$ cat src/rtl/texture_texel_fetch.sv
// -----------------------------------------------------------------------------
// texture_texel_fetch
//   Upstream feeder of the texture palette LUT. Converts per-pixel fixed-point
//   texture coordinates into a texel address, reads a synchronous texture ROM
//   and returns the 8-bit palette index plus a sideband tag, in order, on a
//   valid/ready output.
//
//   Ports:
//     Clk, Reset        clock, asynchronous active-high reset
//     in_valid/in_ready request handshake; in_u/in_v fixed-point coords, in_tag
//     rom_addr          texel address {ty,tx} to the ROM
//     rom_data          palette index from ROM, one cycle after rom_addr
//     out_valid/ready   output handshake; out_index, out_tag, out_transparent
//
//   Optional feature (macro TEXEL_TRANSPARENT_EN):
//     defined   -> out_transparent flags entries whose index == TRANSP_INDEX
//     undefined -> out_transparent is tied to 0
// -----------------------------------------------------------------------------
module texture_texel_fetch #(
    parameter int         TEX_W_LOG2   = 5,
    parameter int         TEX_H_LOG2   = 5,
    parameter int         UV_W         = 16,
    parameter int         FRAC_BITS    = 8,
    parameter int         TAG_W        = 10,
    parameter logic [7:0] TRANSP_INDEX = 8'd0,
    localparam int        AW           = TEX_W_LOG2 + TEX_H_LOG2
) (
    input  logic             Clk,
    input  logic             Reset,
    input  logic             in_valid,
    output logic             in_ready,
    input  logic [UV_W-1:0]  in_u,
    input  logic [UV_W-1:0]  in_v,
    input  logic [TAG_W-1:0] in_tag,
    output logic [AW-1:0]    rom_addr,
    input  logic [7:0]       rom_data,
    output logic             out_valid,
    input  logic             out_ready,
    output logic [7:0]       out_index,
    output logic [TAG_W-1:0] out_tag,
    output logic             out_transparent
);

    localparam int DEPTH = 3;

    logic             vld_p0;
    logic [TAG_W-1:0] tag_p0;

    logic [7:0]       idx_mem [DEPTH];
    logic [TAG_W-1:0] tag_mem [DEPTH];
    logic [1:0]       wr_ptr;
    logic [1:0]       rd_ptr;
    logic [1:0]       count;

    logic accept;
    logic push;
    logic pop;

    function automatic logic [1:0] ptr_inc(input logic [1:0] p);
        return (p == 2'd2) ? 2'd0 : p + 2'd1;
    endfunction

    // Credit check counts the read already in flight, so the FIFO can never
    // overflow and out_ready has no combinational path to in_ready.
    assign in_ready = !Reset && (({1'b0, count} + {2'b0, vld_p0}) < 3'd3);
    assign accept   = in_valid && in_ready;
    assign push     = vld_p0;
    assign out_valid = (count != 2'd0);
    assign pop      = out_valid && out_ready;

    assign out_index = idx_mem[rd_ptr];
    assign out_tag   = tag_mem[rd_ptr];

    // ---- stage p0: address register (ROM read in progress) ----
    // Integer bits above the texture size are dropped, giving repeat-wrap.
    always_ff @(posedge Clk or posedge Reset) begin
        if (Reset) begin
            vld_p0   <= 1'b0;
            rom_addr <= '0;
            tag_p0   <= '0;
        end else if (accept) begin
            vld_p0   <= 1'b1;
            rom_addr <= {in_v[FRAC_BITS +: TEX_H_LOG2], in_u[FRAC_BITS +: TEX_W_LOG2]};
            tag_p0   <= in_tag;
        end else begin
            vld_p0   <= 1'b0;
        end
    end

    // ---- stage p1: capture ROM data into the in-order output FIFO ----
    // Storage is reset so that the head reads as zero straight after reset.
    always_ff @(posedge Clk or posedge Reset) begin
        if (Reset) begin
            wr_ptr <= '0;
            rd_ptr <= '0;
            count  <= '0;
            for (int i = 0; i < DEPTH; i++) begin
                idx_mem[i] <= '0;
                tag_mem[i] <= '0;
            end
        end else begin
            if (push) begin
                idx_mem[wr_ptr] <= rom_data;
                tag_mem[wr_ptr] <= tag_p0;
                wr_ptr          <= ptr_inc(wr_ptr);
            end
            if (pop) begin
                rd_ptr <= ptr_inc(rd_ptr);
            end
            case ({push, pop})
                2'b10:   count <= count + 2'd1;
                2'b01:   count <= count - 2'd1;
                default: count <= count;
            endcase
        end
    end

`ifdef TEXEL_TRANSPARENT_EN
    logic trn_mem [DEPTH];

    always_ff @(posedge Clk or posedge Reset) begin
        if (Reset) begin
            for (int i = 0; i < DEPTH; i++) begin
                trn_mem[i] <= 1'b0;
            end
        end else if (push) begin
            trn_mem[wr_ptr] <= (rom_data == TRANSP_INDEX);
        end
    end

    assign out_transparent = trn_mem[rd_ptr];
`else
    assign out_transparent = 1'b0;
`endif

endmodule

$ cat config.mk
export PLATFORM = sky130hd
export DESIGN_NAME = texture_texel_fetch
export DESIGN_NICKNAME = d
export VERILOG_FILES = /design/src/rtl/texture_texel_fetch.sv
export SDC_FILE = /design/constraint.sdc
export NUM_CORES = 1
export LEC_CHECK = 0
export CAP_MARGIN = 20
export CORE_UTILIZATION = 45
export DETAILED_ROUTE_END_ITERATION = 10
export HOLD_SLACK_MARGIN = 0.1
export PLACE_DENSITY = 0.8
export RECOVER_POWER = 50
export SYNTH_ARGS = -nofsm -noshare
export SYNTH_HDL_FRONTEND = slang
export SYNTH_SLANG_ARGS = --single-unit
$ cat constraint.sdc
create_clock -name Clk -period 2.6 [get_ports Clk]
set_input_delay 0.52 -clock Clk [delete_from_list [all_inputs] [get_ports Clk]]
set_output_delay 0.52 -clock Clk [all_outputs]
set_load 0.02 [all_outputs]
==> impl_metrics.toml <==
[clock_network]
clk_pin_slew_ns = 0.08
htreeDepth = 3
cts_buffer_depth = 2
cts_sinks = 81
numCtsBuffers = 9
clock-root-buffer = "clkbuf_8"
cts_tree = "yes"
cts_hold_buf = 0
clock_latency_ns = 0.34

[place]
portBuffers = 61
dpl.hpwl_um = 4490
routabilityCongestion = 0.717
dpl.cell_count = 406
dpl_cell_area_um2 = 4260

[pwr]
power.total_mw = 5.90
switchingPower_mw = 2.01
p_sw_share_pct = 34.1
power_density_nw_per_um2 = 1330
irDropWorstVdd_mv = 0.590
p_leak_nw = 1.95
power_frac_clock_pct = 16.6
pwr-share-comb_pct = 44.6
p_int_mw = 3.88
pwr-share-seq_pct = 38.8

[critical_path]
critical_path_arrival_ns = 1.97
crit_family = "buffers and inverters"
cp_data_required_time_ns = 2.08
reg2reg_from = "count[0]"
ff2ff_path_depth = 6
worstSetupPathType = "flip-flop to output pin"
path_cells = "buf_4 > mux2i_1 > o21ai_0 > clkdlybuf4s50_1"
rrSetupSlack_ns = 0.55
path_buf_inv = 2
crit_fanout = 12
slowest_delay_ns = 0.67
reg2reg_to = "tag_p0[3]"
end_kind = "output pin"
critPathSlowestCell = "clkdlybuf4s50_1"
critPathLaunchType = "flip-flop"

[die]
start_util_pct = 47.4
fp-row-count = 31
core_um2 = 7410
ioPinCount = 85
die_area_um2 = 8160
die_w_um = 90.3
die_h_um = 90.3

[timing]
clock-skew-final_ns = 0.0107
tns_ns = 0
finalSetupViolCount = 0
fmax_mhz = 402
slew_viol_final = 0
worst_pin_slew_ns = 0.909
slew_headroom_pct = 39.4
finalCritPeriodShare_pct = 95.7
min_period_ns = 2.49
rsz0062_at_grt = "false"
hold_violations = 0

[synth]
yosys.area.top_type = "dfrtp_1"
avgSynthCellArea_um2 = 14.2
ys_types = 28
yosys_most_used_dff = "dfrtp_1"
syn_nets = 305
synthTopCellsByArea = "dfrtp_1 (58%), mux2_2 (21%), mux2i_1 (5.1%)"
synth_edf_count = 0
yosysWarnings = 0
syn_inst = 248
async_reset_ff_share_pct = 100
ys_seq_area_share_pct = 57.8
syn_area_um2 = 3510
synth_top_area_share_pct = 57.8
ys_seq_elements = 81

[layout]
diodes = 0
nNetsFinal = 375
instances_no_fill = 422
design_area_um2 = 4440
layout-drive-gt1-share_pct = 32.2
area_growth_pct = 26.5
fin_util_pct = 59.9

[routing]
postRouteWirelength_um = 6630
dr.pass1.iters = 4
ant_nets = 0
wl_per_cell_um = 15.7
via_count = 2102
drc = 0
drt_iter0_markers = 93
vias_per_cell = 4.98

[global_route]
antenna_found_initial = 0
grt_max_degree = 71
overflow = 0
track_usage_pct = 17.9
grt_pass1_wl_um = 11500
grt_pass1_vias = 2285

[worst_hold_path]
min_to = "tag_mem[18]"
min_path_cells = 1
hold_start = "tag_mem[18]"
hp-class = "flip-flop to flip-flop"

[status]
status = "finished, final reports clean"

[run]
drv_cap = 0
## placed cells by master, fill, tap and decap left out
cell type / instances
or2_2: 1
clkdlybuf4s50_1: 58
nor2_1: 1
ha_1: 3
a21o_2: 1
o21ai_0: 20
a211oi_1: 1
clkbuf_4: 1
clkinv_2: 3
nor3_1: 2
mux2i_1: 18
bufinv_16: 2
nor2b_2: 1
clkinvlp_2: 1
mux2_2: 65
dlygate4sd2_1: 1
dlygate4sd3_1: 1
a21o_1: 1
clkbuf_8: 9
clkinvlp_4: 1
xnor2_1: 2
conb_1: 1
buf_4: 8
dfrtp_1: 81
xor2_1: 1
clkbuf_1: 3
or3_1: 1
mux2_4: 10
inv_1: 4
nand2_1: 19
nand3_2: 1
dlymetal6s2s_1: 1
## what timing repair did
action | 4_1_cts | 5_1_grt
resized for setup | 1 | 1
setup endpoints to repair | 1 | 1
setup buffers | 0 | 0
## power by group through the flow
stage	Sequential, mW	Combinational (mW)	Clock (mW)
6_report	2.29	2.63	0.979
5_1_grt	2.38	2.84	1.06
4_1_cts	2.30	2.68	1.00
3_5_place_dp	2.32	2.68	0
3_3_place_gp	2.26	2.63	0
2_1_floorplan	2.29	1.61	0
## layer usage
layer,global-route usage [%],vias to the layer above,wire (µm)
met4,4.84,0,43
met1,23.6,1050,2980
met3,5.98,4,377
met2,28.4,51,3230
met5,0,-,0
li1,-,997,-
## how the worst max path moves through the flow
stage,startpoint,endpoint,slack [ns],depth (start not counted)
2_1_floorplan,count[0],rom_addr[0],0.31,6
3_3_place_gp,Reset,in_ready,0.17,3
3_5_place_dp,Reset,in_ready,0.18,3
4_1_cts,rd_ptr[1],out_tag[6],0.08,4
5_1_grt,rd_ptr[1],out_tag[1],0.01,4
6_report,rd_ptr[1],out_tag[4],0.11,4
## area by class of cell
class | instances | area (µm²)
fill | 612 | 2970
sequential | 81 | 2030
multi-input combinational | 149 | 1370
timing repair buffer | 72 | 687
clock buffer | 10 | 128
tap | 99 | 124
clock inverter | 6 | 82.6
inverter | 5 | 20.0
## sequential cells by signal (all words and copies together) (netlist names)
signal / cells
tag_p0: 10
wr_ptr: 2
rd_ptr: 2
idx_mem: 24
push: 1
count: 2
tag_mem: 30
rom_addr: 10
## synth_stat cells (2+ instances only)
library cell	instances
nand2_1	19
xnor2_1	2
clkbuf_1	4
mux2_4	10
buf_2	4
mux2i_1	18
buf_4	2
dfrtp_1	81
inv_1	4
o21ai_0	20
ha_1	3
mux2_2	65
## kinds of logic (layout without fill, tap and decap cells)
family | count (synthesis) | count (layout) | share of synthesized area (%)
muxes | 93 | 93 | 30.3
DFF | 81 | 81 | 57.8
and+or+nand+nor | 26 | 26 | 3.57
AOI/OAI and AO/OA | 23 | 23 | 3.53
buffers and inverters | 18 | 93 | 2.96
adders and majority gates | 3 | 3 | 1.07
xor gates and xnor gates | 3 | 3 | 0.749
other | 1 | 1 | 0.107
## worst reg2reg max path, stage by stage, from the launching register on
cell and delay, ns:
dfrtp_1 0.44, ha_1 0.22, ha_1 0.27, a211oi_1 0.29, nand2_1 0.17, buf_4 0.25, mux2_2 0.30
## stage by stage
step / worst slack [ns] / hold slack [ns]
2_1_floorplan: 0.312 / 0.476
3_3_place_gp: 0.172 / 0.487
3_5_place_dp: 0.179 / 0.494
4_1_cts: 0.0842 / 0.506
5_1_grt: 0.0120 / 0.520
6_report: 0.113 / 0.509
(Power assumes the default switching activity.)
